$ cat src/rtl/mmio_dmem.sv
// mmio_dmem: data-memory responder for the single-cycle core.
// Word-addressed RAM at 0x0000_0000, plus an IO page at 0xFFFF_0000 that holds
// the GPIO output register, a free-running cycle counter and a compare timer.
// Reads are combinational. Writes commit on the rising edge of clk.
//
// Ports
//   clk          system clock
//   reset        asynchronous reset, active low
//   memwrite     write strobe from the core
//   memaddr      byte address; bits [1:0] are ignored
//   memwritedata write data
//   memreaddata  combinational read data for memaddr
//   gpio_out     GPIO register value
//   timer_irq    timer EXPIRED flag
//
// Timer state
//   state   | meaning
//   EN=0    | idle: COUNT holds and EXPIRED is not touched
//   EN=1    | counting: COUNT increments until it equals CMP
//   match   | EXPIRED set; AUTO=1 reloads COUNT to 0, AUTO=0 clears EN
module mmio_dmem #(
   parameter int RAM_WORDS = 64,
   parameter int GPIO_W    = 16
) (
   input  logic              clk,
   input  logic              reset,
   input  logic              memwrite,
   input  logic [31:0]       memaddr,
   input  logic [31:0]       memwritedata,
   output logic [31:0]       memreaddata,
   output logic [GPIO_W-1:0] gpio_out,
   output logic              timer_irq
);

   localparam int          AW          = $clog2(RAM_WORDS);
   localparam logic [31:0] RAM_WORDS_L = RAM_WORDS;

   localparam logic [7:0] OFF_GPIO  = 8'h00;
   localparam logic [7:0] OFF_CYCLE = 8'h04;
   localparam logic [7:0] OFF_CMP   = 8'h08;
   localparam logic [7:0] OFF_CTRL  = 8'h0C;
   localparam logic [7:0] OFF_COUNT = 8'h10;

   logic [31:0] mem_q [RAM_WORDS];

   logic [GPIO_W-1:0] gpio_q, gpio_d;
   logic [31:0]       cycle_q, cycle_d;
   logic [31:0]       cmp_q, cmp_d;
   logic [31:0]       count_q, count_d;
   logic              en_q, en_d;
   logic              auto_q, auto_d;
   logic              expired_q, expired_d;

   logic          ram_hit;
   logic          io_hit;
   logic [AW-1:0] ram_idx;
   logic [7:0]    io_off;
   logic          wr_gpio, wr_cycle, wr_cmp, wr_ctrl, wr_count;
   logic          match;
   logic          expired_set;
   logic          unused_addr_bits;

   assign unused_addr_bits = ^memaddr[1:0];

   // The full 14-bit word index is compared so addresses past the RAM do not alias.
   assign ram_hit = (memaddr[31:16] == 16'h0) && ({18'd0, memaddr[15:2]} < RAM_WORDS_L);
   assign io_hit  = (memaddr[31:8] == 24'hFFFF00);
   assign ram_idx = memaddr[2 +: AW];
   assign io_off  = memaddr[7:0];

   assign wr_gpio  = memwrite && io_hit && (io_off == OFF_GPIO);
   assign wr_cycle = memwrite && io_hit && (io_off == OFF_CYCLE);
   assign wr_cmp   = memwrite && io_hit && (io_off == OFF_CMP);
   assign wr_ctrl  = memwrite && io_hit && (io_off == OFF_CTRL);
   assign wr_count = memwrite && io_hit && (io_off == OFF_COUNT);

   assign match = (count_q == cmp_q);

   always_ff @(posedge clk) begin
      if (memwrite && ram_hit) begin
         mem_q[ram_idx] <= memwritedata;
      end
   end

   always_comb begin
      gpio_d      = gpio_q;
      cycle_d     = cycle_q + 32'd1;
      cmp_d       = cmp_q;
      count_d     = count_q;
      en_d        = en_q;
      auto_d      = auto_q;
      expired_set = 1'b0;

      // A COUNT write replaces the whole timer step on that edge, so a pending
      // match neither sets EXPIRED nor clears EN.
      if (en_q && !wr_count) begin
         if (!match) begin
            count_d = count_q + 32'd1;
         end else begin
            expired_set = 1'b1;
            if (auto_q) begin
               count_d = 32'd0;
            end else begin
               en_d = 1'b0;
            end
         end
      end

      expired_d = expired_q | expired_set;

      if (wr_gpio) begin
         gpio_d = memwritedata[GPIO_W-1:0];
      end
      if (wr_cycle) begin
         cycle_d = memwritedata;
      end
      if (wr_cmp) begin
         cmp_d = memwritedata;
      end
      if (wr_count) begin
         count_d = memwritedata;
      end
      if (wr_ctrl) begin
         en_d   = memwritedata[0];
         auto_d = memwritedata[1];
         // Write-1-to-clear; a match on the same edge keeps the flag set.
         if (memwritedata[2] && !expired_set) begin
            expired_d = 1'b0;
         end
      end
   end

   always_ff @(posedge clk or negedge reset) begin
      if (!reset) begin
         gpio_q    <= '0;
         cycle_q   <= '0;
         cmp_q     <= '0;
         count_q   <= '0;
         en_q      <= 1'b0;
         auto_q    <= 1'b0;
         expired_q <= 1'b0;
      end else begin
         gpio_q    <= gpio_d;
         cycle_q   <= cycle_d;
         cmp_q     <= cmp_d;
         count_q   <= count_d;
         en_q      <= en_d;
         auto_q    <= auto_d;
         expired_q <= expired_d;
      end
   end

   always_comb begin
      memreaddata = 32'd0;
      if (ram_hit) begin
         memreaddata = mem_q[ram_idx];
      end else if (io_hit) begin
         case (io_off)
            OFF_GPIO:  memreaddata = 32'(gpio_q);
            OFF_CYCLE: memreaddata = cycle_q;
            OFF_CMP:   memreaddata = cmp_q;
            OFF_CTRL:  memreaddata = {29'd0, expired_q, auto_q, en_q};
            OFF_COUNT: memreaddata = count_q;
            default:   memreaddata = 32'd0;
         endcase
      end
   end

   assign gpio_out  = gpio_q;
   assign timer_irq = expired_q;

endmodule

$ cat config.mk
export PLATFORM = sky130hd
export DESIGN_NAME = mmio_dmem
export DESIGN_NICKNAME = d
export VERILOG_FILES = /design/src/rtl/mmio_dmem.sv
export SDC_FILE = /design/constraint.sdc
export NUM_CORES = 2
export LEC_CHECK = 0
export BUFFER_PORTS_ARGS = -buffer_cell sky130_fd_sc_hd__buf_2
export CELL_PAD_IN_SITES_DETAIL_PLACEMENT = 2
export CELL_PAD_IN_SITES_GLOBAL_PLACEMENT = 2
export CORE_ASPECT_RATIO = 0.75
export CORE_MARGIN = 3
export CORE_UTILIZATION = 50
export CTS_CLUSTER_SIZE = 20
export DETAILED_ROUTE_END_ITERATION = 10
export PLACE_DENSITY = 0.79
export SETUP_SLACK_MARGIN = 0.2
export SLEW_MARGIN = 20
export SYNTH_ARGS = -nofsm -noshare
export SYNTH_HDL_FRONTEND = slang
export SYNTH_SLANG_ARGS = --single-unit
export TNS_END_PERCENT = 1
$ cat constraint.sdc
create_clock -name clk -period 2.55 [get_ports clk]
set_input_delay 0.255 -clock clk [delete_from_list [all_inputs] [get_ports clk]]
set_output_delay 0.255 -clock clk [all_outputs]
set_load 0.01 [all_outputs]
==> results of run 1 <==
[cells in the mapped netlist (14+ instances only)]
master	instances	area share (%)
dfrtp_1	115	3.4
clkbuf_1	105	0.46
buf_2	66	0.39
and3_1	15	0.11
buf_1	31	0.14
a21oi_1	88	0.52
nand3_1	60	0.35
a22o_1	50	0.51
a32oi_1	18	0.19
a221oi_1	43	0.44
nor2b_1	17	0.13
edfxtp_1	2048	72
nor4_1	21	0.15
a31oi_1	14	0.10
and2_1	14	0.10
o211ai_1	18	0.16
xor2_1	51	0.53
nor2_1	160	0.71
mux4_2	456	12
o21ai_0	46	0.27
nor3_1	37	0.22
buf_4	34	0.30
mux2_2	46	0.61
o21ai_1	20	0.12
nand2_1	136	0.60
a22oi_1	108	0.95
o22ai_1	58	0.43
nand4_1	40	0.29
nor3b_1	14	0.12
mux2i_1	143	1.7
[logic make-up after synthesis]
kind of cell / count (synthesis) / synth area share (%)
flops: 2163 / 75.7
buf+inv: 253 / 1.43
fa+ha+maj: 2 / 0.0294
compound gates: 534 / 4.41
simple gates: 566 / 3.28
mux: 656 / 14.5
xor+xnor: 62 / 0.638
[through the flow]
step	cell area [sq um]	TNS, ns	instances	utilization, %
2_1_floorplan	85600	0	4236	-
3_3_place_gp	96700	-131.96	7152	57.5
3_5_place_dp	96700	-453.65	7152	57.5
==> results.json, run 1 <==
{
  "outcome": "stopped before the end",
  "stop_stage": "4_1_cts",
  "toolErrorMsg": "[ERROR DPL-0033] detailed placement checks failed during check placement.",
  "ys.flop_type": "edfxtp_1",
  "die_w_microns": 482,
  "synth_area_sq_um": 85000,
  "synth-warning-count": 0,
  "syn-num-nets": 4305,
  "cts_hold_buf": 23,
  "place.gp.congestion": 0.939,
  "cts_made_buffers": 205,
  "start_util_pct": 50.6,
  "dieHeight_microns": 363,
  "synthArstFlopShare_pct": 5.32,
  "cts-root-buf": "clkbuf_16",
  "ys_ff_latch": 2163,
  "yosysUniqueCellTypes": 81,
  "ys_seq_area_share_pct": 75.7,
  "rows": 130,
  "synth_cells": 4236,
  "post-cts-setup-buffer-count": 0,
  "place_worst_setup_slack_ns": -1.50,
  "synth_edf_count": 2048,
  "io_buffers": 115,
  "clockBufferDepth": 3,
  "avgSynthCellArea_sq_um": 20.1,
  "cts_sinks": 2163,
  "ios": 116,
  "post_cts_resized": 233,
  "htree_num_levels": 4,
  "dp_hpwl_microns": 263000
}
==> inputs of run 2 (changes only) <==
==> config.mk (replaced) <==
export PLATFORM = sky130hd
export DESIGN_NAME = mmio_dmem
export DESIGN_NICKNAME = d
export VERILOG_FILES = /design/src/rtl/mmio_dmem.sv
export SDC_FILE = /design/constraint.sdc
export NUM_CORES = 2
export LEC_CHECK = 0
export BUFFER_PORTS_ARGS = -buffer_cell sky130_fd_sc_hd__buf_2
export CORE_MARGIN = 3
export CORE_UTILIZATION = 40
export DETAILED_ROUTE_END_ITERATION = 10
export PLACE_DENSITY_LB_ADDON = 0.15
export SLEW_MARGIN = 20
export SYNTH_ARGS = -nofsm -noshare
export SYNTH_HDL_FRONTEND = slang
export SYNTH_SLANG_ARGS = --single-unit
export TNS_END_PERCENT = 1
==> run 2 against run 1 <==
  * The flow now finishes, with violations (negative setup slack)
  * Synthesized cell count stayed put
  * Area after synthesis stayed put
==> results.json, run 2 <==
{
  "nFillCells": 16900,
  "synthTopCellsByArea": "edfxtp_1, mux4_2, dfrtp_1",
  "cp_cell_sequence": "mux4_2 -> a22o_1 -> a221oi_4 -> buf_6 -> o21ai_4 -> a211oi_4 -> buf_6 -> o22ai_2 -> buf_2",
  "tritoncts": "done",
  "cp.depth": 9,
  "min_period_ns": 3.46,
  "die_area_sq_um": 218000,
  "ys_seq_area_share_pct": 75.7,
  "overflow": 0,
  "synth_xor_area_share_pct": 0.638,
  "synth-warning-count": 0,
  "yosys-top-cells-count": "edfxtp_1, mux4_2, nor2_1, mux2i_1, nand2_1",
  "dp_hpwl_microns": 190000,
  "drive_gt1_share_pct": 36.9,
  "core_area_sq_um": 210000,
  "synth.area.mux_share_pct": 14.5,
  "outcome": "complete, but fails checks",
  "yosysMostFrequentCell": "edfxtp_1",
  "finalCritPeriodShare_pct": 136,
  "slowest_stage": "mux4_2",
  "yosysUniqueCellTypes": 81,
  "vdd.ir_drop.worst_mv": 0.671,
  "reg2reg_depth": 9,
  "first_iter_violations": 6502,
  "path_max_fanout": 1,
  "synth_edf_count": 2048,
  "grt_max_degree": 69,
  "synth_compound_area_share_pct": 4.41,
  "relSlewSlack_pct": 29.5,
  "violations": "negative setup slack",
  "ant_nets": 0,
  "final-setup-viol-count": 32,
  "regMostFlops": "mem_q",
  "start_util_pct": 40.4,
  "die_w_microns": 467,
  "htree_num_levels": 4,
  "dp_cells": 7748,
  "synth_area_sq_um": 85000,
  "leakage_uw": 0.0355,
  "synth-adder-area-share_pct": 0.0294,
  "antenna_found_initial": 19,
  "final_cell_mix": "edfxtp_1, buf_4, mux4_2, buf_12, clkbuf_16",
  "cp-end-kind": "output pin",
  "dieHeight_microns": 467,
  "final-hold-violation-count": 0,
  "avgRoutedWirePerCell_microns": 35.0,
  "final_max_slew_viol_count": 0,
  "hold_path_depth": 1,
  "rsz0062_at_grt": "yes",
  "synth_cells": 4236,
  "utilization_pct": 50.4,
  "synth_top_area_cell": "edfxtp_1",
  "placed_cell_area_sq_um": 97700,
  "slowest_delay_ns": 0.47,
  "ys.flop_type": "edfxtp_1",
  "grt_pass1_wl_microns": 398000,
  "fmax_ghz": 0.289,
  "synthArstFlopShare_pct": 5.32,
  "syn_to_final_growth_pct": 24.8,
  "avgViaCountPerCell": 5.95,
  "worst_clock_skew_ns": 0.0498,
  "power.density_nw_per_um2": 712,
  "cts_sinks": 2163,
  "grt_pass1_vias": 48400,
  "cts-root-buf": "clkbuf_16",
  "cts_made_buffers": 219,
  "setup_ws_ns": -0.910,
  "crit_required_ns": 2.30,
  "startpoint_type": "register",
  "rows": 168,
  "totalWireLength_microns": 286000,
  "ios": 116,
  "ys_ff_latch": 2163,
  "synthSimpleGateAreaFrac_pct": 3.28,
  "crit_buf_inv": 3,
  "worstMarginPinSlew_ns": 1.06,
  "vias": 48700,
  "path_clk_slew_ns": 0.06,
  "cp_data_arrival_time_ns": 3.21,
  "fin_nets": 5261,
  "crit_type": "reg -> out",
  "synth_top_family_by_area": "multiplexers",
  "crit_family": "compound AO/OA/AOI/OAI gates",
  "drcViolationCount": 0,
  "layout.cells.most_common": "edfxtp_1",
  "hp-class": "in -> reg",
  "syn-num-nets": 4305,
  "grt_usage_pct": 26.3,
  "io_buffers": 115,
  "yosys.area.top_type_share_pct": 72.3,
  "clockBufferDepth": 3,
  "place.gp.congestion": 0.919,
  "firstDrtPassIters": 6,
  "worstSkewPairLatency_ns": 0.90,
  "cp_common_cell": "buf_6",
  "avgSynthCellArea_sq_um": 20.1,
  "max_cap_violations": 0,
  "largest_reg_flops": 2048,
  "stdcell_area_sq_um": 106000,
  "layout.cells.non_filler": 8178
}
## run 2: logic make-up after synthesis
group,Yosys count
fa+ha+maj,2
buf+inv,253
mux,656
simple gates,566
flops,2163
compound gates,534
xor+xnor,62
## run 2: routing by layer
| metal | GRT usage [%] | up-vias | routed length (microns) |
|---|---|---|---|
| li1 | - | 19700 | - |
| met1 | 37.6 | 26400 | 118000 |
| met2 | 42.1 | 2199 | 136000 |
| met3 | 3.73 | 388 | 21900 |
| met5 | 0 | - | 27 |
| met4 | 7.63 | 4 | 9220 |
## run 2: final cells by class
type	count	area (sq um)	area share (%)
antenna	5	12.5	0.0118
tap	2805	3510	3.31
clock buffer	254	5640	5.32
clock inverter	143	1530	1.45
timing repair buffer	979	10200	9.63
multi-input combinational	1820	20800	19.6
inverter	9	35.0	0.0330
sequential	2163	64400	60.7
## run 2: per-stage QoR
step	total power [uW]	hold WS (ns)	TNS [ns]	setup slack, ns
3_3_place_gp	43800	0.289	-615.28	-1.41
6_report	75500	0.0601	-20.86	-0.910
4_1_cts	76000	0.0138	-23.52	-0.959
3_5_place_dp	43800	0.288	-552.05	-1.39
2_1_floorplan	41200	-0.0406	-222.65	-0.269
5_1_grt	77700	0.0437	-24.15	-0.990
## run 2: where the power goes
| part | switching [uW] | internal [uW] | leakage [uW] | total, uW |
|---|---|---|---|---|
| Combinational | 2650 | 1740 | 0.0121 | 4390 |
| Clock | 14000 | 18200 | 0.00349 | 32300 |
| Sequential | 0.0137 | 38800 | 0.0199 | 38800 |
## run 2: final timing paths
check	to	slack, ns	startpoint
max in group asynchronous	count_q[23]	1.76	reset
worst min-delay path	mem_q[3][16]	0.06	memwritedata[16]
worst min register to register	gpio_out[8]	0.52	gpio_out[8]
min in group asynchronous	count_q[10]	0.52	reset
worst max-delay path	memreaddata[10]	-0.91	mem_q[45][10]
worst max register to register	count_q[16]	0.06	count_q[9]
## run 2: what timing repair did
item,in CTS,in global routing
pin swaps,42,7
endpoints found under the setup margin,32,53
endpoints found under the hold margin,842,41
hold buffers,27,1
gates resized for setup,116,61
buffers inserted,0,0
## run 2: worst register-to-register path, delay by kind of cell, from the launching register on
kind,cells,cell delay [ns]
simple gates,3,0.54
xor+xnor,1,0.22
buf+inv,2,0.34
flops,1,0.48
compound gates,3,0.74
No activity file was read; power rests on OpenSTA's default activity.
